<file path="src/rtl/fp_add_pipe.sv">
// fp_add_pipe: pipelined FP add/sub, 3-cycle latency, 1 result/cycle; whole pipe stalls together (in_ready = !out_valid | out_ready).
// FP_ADD_RNE_EN selects round-to-nearest-even; otherwise the result is truncated.
module fp_add_pipe #(
  parameter int EXP_W = 8,
  parameter int MAN_W = 23
) (
  input  logic                     clk,
  input  logic                     rst,
  input  logic                     in_valid,
  output logic                     in_ready,
  input  logic                     op_sub,
  input  logic [EXP_W+MAN_W:0]     a,
  input  logic [EXP_W+MAN_W:0]     b,
  output logic                     out_valid,
  input  logic                     out_ready,
  output logic [EXP_W+MAN_W:0]     result,
  output logic                     overflow,
  output logic                     underflow
);
  localparam int W   = 1 + EXP_W + MAN_W;
  localparam int AW  = MAN_W + 4;
  localparam int SW  = MAN_W + 5;
  localparam int EW  = EXP_W + 2;
  localparam int LZW = $clog2(AW);
  localparam logic [EXP_W-1:0] EXP_ONES = '1;
  localparam logic [W-1:0]     QNAN     = {1'b0, EXP_ONES, 1'b1, {(MAN_W-1){1'b0}}};

  logic en;
  assign en       = !out_valid || out_ready;
  assign in_ready = en;

  logic             sign_a, sign_b, zero_a, zero_b, nan_a, nan_b, inf_a, inf_b, swap;
  logic [EXP_W-1:0] exp_a, exp_b, big_exp, small_exp, shift;
  logic [MAN_W-1:0] frac_a, frac_b;
  logic [MAN_W:0]   man_a, man_b, big_man, small_man;
  logic [AW-1:0]    small_ext, aligned;
  logic             spec;
  logic [W-1:0]     spec_val;

  assign {sign_a, exp_a, frac_a} = a;
  assign sign_b    = b[W-1] ^ op_sub;
  assign exp_b     = b[W-2:MAN_W];
  assign frac_b    = b[MAN_W-1:0];
  assign zero_a    = (exp_a == '0);
  assign zero_b    = (exp_b == '0);
  assign nan_a     = (exp_a == EXP_ONES) && (frac_a != '0);
  assign nan_b     = (exp_b == EXP_ONES) && (frac_b != '0);
  assign inf_a     = (exp_a == EXP_ONES) && (frac_a == '0);
  assign inf_b     = (exp_b == EXP_ONES) && (frac_b == '0);
  assign man_a     = zero_a ? '0 : {1'b1, frac_a};
  assign man_b     = zero_b ? '0 : {1'b1, frac_b};
  assign swap      = {exp_b, man_b} > {exp_a, man_a};
  assign big_exp   = swap ? exp_b : exp_a;
  assign small_exp = swap ? exp_a : exp_b;
  assign big_man   = swap ? man_b : man_a;
  assign small_man = swap ? man_a : man_b;
  assign shift     = big_exp - small_exp;
  assign small_ext = {small_man, 3'b000};

  // Bits shifted out past the guard/round positions fold into the sticky bit.
  always_comb begin
    aligned = '0;
    if (int'(shift) >= AW - 1)
      aligned[0] = |small_man;
    else
      aligned = (small_ext >> shift) | AW'(|(small_ext & ~({AW{1'b1}} << shift)));
  end

  always_comb begin
    spec     = 1'b1;
    spec_val = '0;
    if (nan_a || nan_b)       spec_val = QNAN;
    else if (inf_a && inf_b)  spec_val = (sign_a == sign_b) ? {sign_a, EXP_ONES, {MAN_W{1'b0}}} : QNAN;
    else if (inf_a)           spec_val = {sign_a, EXP_ONES, {MAN_W{1'b0}}};
    else if (inf_b)           spec_val = {sign_b, EXP_ONES, {MAN_W{1'b0}}};
    else if (zero_a && zero_b) spec_val = {sign_a & sign_b, {(W-1){1'b0}}};
    else                      spec     = 1'b0;
  end

  logic             s1_vld, s1_spec, s1_sign, s1_sub;
  logic [W-1:0]     s1_spec_val;
  logic [EXP_W-1:0] s1_exp;
  logic [AW-1:0]    s1_big, s1_small;
  logic             s2_vld, s2_spec, s2_sign;
  logic [W-1:0]     s2_spec_val;
  logic [EXP_W-1:0] s2_exp;
  logic [SW-1:0]    s2_sum, sum;

  assign sum = s1_sub ? {1'b0, s1_big} - {1'b0, s1_small}
                      : {1'b0, s1_big} + {1'b0, s1_small};

  logic [LZW-1:0]   lzc;
  logic             carry;
  logic [EW-1:0]    exp_n, exp_r;
  logic [MAN_W-1:0] frac;
  logic [W-1:0]     res_d;
  logic             ovf_d, unf_d;

  always_comb begin
    lzc = '0;
    for (int i = 0; i < AW; i++)
      if (s2_sum[i]) lzc = LZW'(AW - 1 - i);
  end

  assign carry = s2_sum[SW-1];
  assign exp_n = carry ? {2'b00, s2_exp} + EW'(1) : {2'b00, s2_exp} - EW'(lzc);

`ifdef FP_ADD_RNE_EN
  logic [MAN_W+2:0] fgrs;
  logic             rc;
  assign fgrs       = carry ? {s2_sum[SW-2:2], |s2_sum[1:0]} : (MAN_W+3)'(s2_sum[AW-1:0] << lzc);
  assign {rc, frac} = {1'b0, fgrs[MAN_W+2:3]} + (MAN_W+1)'(fgrs[2] & (fgrs[1] | fgrs[0] | fgrs[3]));
  assign exp_r      = exp_n + EW'(rc);
`else
  assign frac  = carry ? s2_sum[SW-2:4] : MAN_W'((s2_sum[AW-1:0] << lzc) >> 3);
  assign exp_r = exp_n;
`endif

  always_comb begin
    res_d = '0;
    ovf_d = 1'b0;
    unf_d = 1'b0;
    if (s2_spec) begin
      res_d = s2_spec_val;
    end else if (s2_sum == '0) begin
      res_d = '0;
    end else if (exp_n[EW-1] || exp_n == '0) begin
      res_d = {s2_sign, {(W-1){1'b0}}};
      unf_d = 1'b1;
    end else if (exp_r >= {2'b00, EXP_ONES}) begin
      res_d = {s2_sign, EXP_ONES, {MAN_W{1'b0}}};
      ovf_d = 1'b1;
    end else begin
      res_d = {s2_sign, exp_r[EXP_W-1:0], frac};
    end
  end

  always_ff @(posedge clk or posedge rst) begin
    if (rst) begin
      s1_vld <= 1'b0; s1_spec <= 1'b0; s1_sign <= 1'b0; s1_sub <= 1'b0;
      s1_spec_val <= '0; s1_exp <= '0; s1_big <= '0; s1_small <= '0;
      s2_vld <= 1'b0; s2_spec <= 1'b0; s2_sign <= 1'b0;
      s2_spec_val <= '0; s2_exp <= '0; s2_sum <= '0;
      out_valid <= 1'b0; result <= '0; overflow <= 1'b0; underflow <= 1'b0;
    end else if (en) begin
      s1_vld      <= in_valid;
      s1_spec     <= spec;
      s1_spec_val <= spec_val;
      s1_sign     <= swap ? sign_b : sign_a;
      s1_sub      <= sign_a ^ sign_b;
      s1_exp      <= big_exp;
      s1_big      <= {big_man, 3'b000};
      s1_small    <= aligned;
      s2_vld      <= s1_vld;
      s2_spec     <= s1_spec;
      s2_spec_val <= s1_spec_val;
      s2_sign     <= s1_sign;
      s2_exp      <= s1_exp;
      s2_sum      <= sum;
      out_valid   <= s2_vld;
      result      <= res_d;
      overflow    <= s2_vld & ovf_d;
      underflow   <= s2_vld & unf_d;
    end
  end
endmodule

</file>
<file path="config.mk">
export PLATFORM = sky130hd
export DESIGN_NAME = fp_add_pipe
export DESIGN_NICKNAME = d
export VERILOG_FILES = /design/src/rtl/fp_add_pipe.sv
export SDC_FILE = /design/constraint.sdc
export NUM_CORES = 1
export LEC_CHECK = 0
export CELL_PAD_IN_SITES_DETAIL_PLACEMENT = 0
export CELL_PAD_IN_SITES_GLOBAL_PLACEMENT = 1
export CORE_MARGIN = 8
export CORE_UTILIZATION = 48
export CTS_CLUSTER_SIZE = 24
export DETAILED_ROUTE_END_ITERATION = 16
export HOLD_SLACK_MARGIN = 0.05
export PLACE_DENSITY = 0.88
export REMOVE_ABC_BUFFERS = 1
export SLEW_MARGIN = 20
export SYNTH_ARGS = -nofsm -noshare
export SYNTH_HDL_FRONTEND = slang
export SYNTH_SLANG_ARGS = --single-unit
</file>
<file path="constraint.sdc">
create_clock -name clk -period 11.3 [get_ports clk]
set_input_delay 2.26 -clock clk [delete_from_list [all_inputs] [get_ports clk]]
set_output_delay 2.26 -clock clk [all_outputs]
set_load 0.03 [all_outputs]
</file>
==> results.toml <==
[status]
status = "completed"

[clock_network]
clk_pin_slew_ns = 0.06
hold_buffers = 0
cts_num_sinks = 143
cts_tree = "built"
clk_latency_ns = 0.44
h-tree-depth = 4
post-cts-setup-buffer-count = 0
cts_buffers = 17
cts_resized = 0
root_buffer = "clkbuf_16"
cts_buffer_depth = 2

[logic_synthesis]
synth_edf_count = 0
yosys_warnings = 0
synthAdderAreaFrac_pct = 8.56
yosys.area_share.simple_pct = 21.0
synth_cell_types = 90
synthXorXnorAreaFrac_pct = 2.54
synth.area.mux_share_pct = 8.91
synth_top_family_by_area = "compound AO/OA/AOI/OAI gates"
synth_cells = 1806
synthArstFlopShare_pct = 100
seq_area_frac_synth_pct = 26.0
ys.flop_type = "dfrtp_1"
synth_area_um2 = 13800
synth_area_per_cell_um2 = 7.62
synth_compound_area_share_pct = 26.7
ys_seq_elements = 143

[power_and_ir_drop]
p_per_area_nw_per_um2 = 217
combPwrFrac_pct = 58.0
switching_share_pct = 48.2
p_int_mw = 1.76
pwr-share-seq_pct = 26.0
clock_power_share_pct = 16.0
p_switching_mw = 1.64
ir_worst_vdd_v = 0.000112
p_leak_nw = 6.73

[routing]
dr.pass1.iters = 7
ant_nets = 0
postRouteWirelength_mm = 44.4
num_vias = 13800
drtIter0Drc = 1245
via_per_inst = 6.19
drc = 0
wl_per_cell_um = 19.9

[die]
dieArea_um2 = 34400
start_util_pct = 48.4
core.rowCount = 62
core-area_um2 = 28500
die_w_um = 185
die_h_um = 185
io_pins = 105

[global_routing]
grt-ovfl-total = 0
grt_use_met2_pct = 41.3
grt_pass1_vias = 12700
grt_use_total_pct = 25.6
busiest_layer = "met2"
use_met3_pct = 4.02
antenna_found_initial = 0
grtUsageMet1_pct = 33.5
grt_pass1_wl_mm = 70.3
grt_max_degree = 137

[sta]
final-setup-viol-count = 0
tightest_slew_ns = 1.11
fin_skew_ns = 0.00930
timing.final.crit_share_pct = 81.7
setup_slack_ns = 2.07
max_freq_ghz = 0.108
finalHoldViolations = 0
holdWs_ns = 0.467
rsz0062_at_grt = "no"
fin_crit_ns = 9.23
drv_slew = 0
maxSlewHeadroom_pct = 25.7

[placed_design]
gp_congestion = 0.966
place_ws_ns = 1.81
portBuffers = 104
dp_hpwl_mm = 34.1

[worst_hold_path]
worst_hold_path.endpoint = "s2_spec_val[22]"
holdPathStages = 2
hold_class = "reg2reg"
min-delay-start = "s2_spec_val[22]"

[worst_setup_path]
worstPathRequired_ns = 11.62
worstPathMaxFanout = 27
r2r_slack_ns = 4.73
r2r-start = "s2_sum[2]"
rr_worst_depth = 26
critPathMaxStageDelay_ns = 0.64
r2r-end = "result[22]"
cp-start-kind = "input pin"
cp_cell_sequence = "clkdlybuf4s50_1 -> nor4_1 -> nand2_1 -> and2_1 -> ha_1 -> nand4_1 -> or4_1 -> a21oi_1 -> a2111oi_2 -> buf_4 -> o21a_1 -> o31a_1 -> ha_1 -> inv_1 -> nand3_1 -> a221oi_2 -> a311oi_2 -> a211oi_4 -> buf_4 -> or3_1 -> o21ai_1 -> a31o_1 -> a221o_1"
crit_type = "in2reg"
slowest_stage = "or4_1"
critPathCaptureType = "register"
arrival_ns = 9.56

[cells_and_area]
drive_above_1_share_pct = 6.16
layout-area-overhead-vs-synth_pct = 13.9
mostFrequentLayoutCells = "nand2_1 (244), nor2_1 (177), dfrtp_1 (143), a21oi_1 (141), o21ai_0 (130)"
final_common_cell = "nand2_1"
diodes = 0
nNetsFinal = 2000

[flow_run]
cap_violations = 0
## power groups by stage
| stage | Sequential [mW] | Combinational (mW) | Clock, mW |
|---|---|---|---|
| 2_1_floorplan | 0.952 | 1.25 | 0 |
| 3_3_place_gp | 0.881 | 1.93 | 0 |
| 3_5_place_dp | 0.887 | 1.94 | 0 |
| 4_1_cts | 0.879 | 1.95 | 0.553 |
| 5_1_grt | 0.907 | 2.15 | 0.579 |
| 6_report | 0.883 | 1.97 | 0.545 |
## cell type report
type | count | area (µm²)
repair buffers | 123 | 1200
clock inverters | 12 | 111
well taps | 384 | 480
fillers | 2759 | 12800
multi-input cells | 1442 | 9420
inverters | 111 | 423
flip-flops and latches | 143 | 3580
clock buffers | 20 | 467
## synth_stat cells, types with 6 or more instances
library cell,n,share of area [%]
nand2_1,244,6.7
nor2_1,177,4.8
dfrtp_1,143,26
a21oi_1,141,5.1
o21ai_0,130,4.7
inv_1,107,2.9
ha_1,91,8.3
mux2i_1,84,6.1
clkbuf_1,79,2.2
nor3_1,42,1.5
nor4_1,36,1.6
o211ai_1,31,1.7
xnor2_1,30,1.9
mux2_2,29,2.4
a31oi_1,27,1.2
nand3_1,27,0.98
a211oi_1,25,1.4
o31ai_1,20,1.1
buf_1,19,0.52
nand2b_1,19,0.86
o21a_1,16,0.87
nand4_1,15,0.68
a21o_1,14,0.76
and2_1,14,0.64
nor2b_1,11,0.50
o21ai_1,11,0.40
o22ai_1,11,0.50
and3_1,10,0.45
buf_2,10,0.36
or3_1,10,0.45
xor2_1,10,0.64
a22oi_1,9,0.49
o21bai_1,9,0.49
o221ai_1,9,0.57
a221o_1,7,0.51
a211o_1,6,0.38
a32o_1,6,0.44
o2111ai_1,6,0.38
o22a_1,6,0.38
## cell families after synthesis
kind of cell             count (synthesis)
AO/OA/AOI/OAI                          560
XOR/XNOR                                40
adder cells (fa/ha/maj)                 93
buffers and inverters                  221
flip-flops                             143
multiplexers                           116
AND/OR/NAND/NOR                        633
## worst max-delay path: cells and delay by family
family                   cells  cell delay [ns]
AND/OR/NAND/NOR              7             2.64
buffers and inverters        4             1.18
AO/OA/AOI/OAI               10             2.89
adder cells (fa/ha/maj)      2             0.57
## per-layer routing
layer	routed length, µm	vias to the layer above	share of wire (%)
met5	0	-	0
met4	1610	0	3.6
met3	2950	95	6.7
met2	20500	588	46
met1	19400	6489	44
li1	-	6659	-
## stage by stage
| stage | util, % | instances | setup TNS (ns) | total power, mW | instance area (µm²) |
|---|---|---|---|---|---|
| floorplan | - | 1696 | -3.31 | 2.21 | 13300 |
| global placement | 53.0 | 2203 | 0 | 2.81 | 15100 |
| detailed placement | 53.0 | 2203 | 0 | 2.83 | 15100 |
| CTS | 55.1 | 2235 | 0 | 3.38 | 15700 |
| global route | 55.1 | 2235 | 0 | 3.64 | 15700 |
| finish | 55.1 | 2235 | 0 | 3.40 | 15700 |
## how the worst max path moves through the flow
stage,to,slack (ns),from
after global placement,s1_small[3],1.95,b[27]
final,s1_small[3],2.07,b[27]
after CTS,s1_small[3],2.26,b[27]
after detailed placement,s1_small[3],1.81,b[27]
after global routing,s1_small[22],1.73,b[28]
after floorplan,in_ready,-1.33,out_ready
## registers in the layout (all words and copies together), names as in the netlist
register     flops
underflow        1
s1_spec_val      3
s1_exp           8
s2_vld           1
s1_sign          1
result          32
s2_sum          28
s1_vld           1
s1_sub           1
s2_spec_val      3
out_valid        1
s1_spec          1
s1_big          24
s2_spec          1
overflow         1
s1_small        27
s2_exp           8
s2_sign          1
Power figures use the tool's default switching activity.
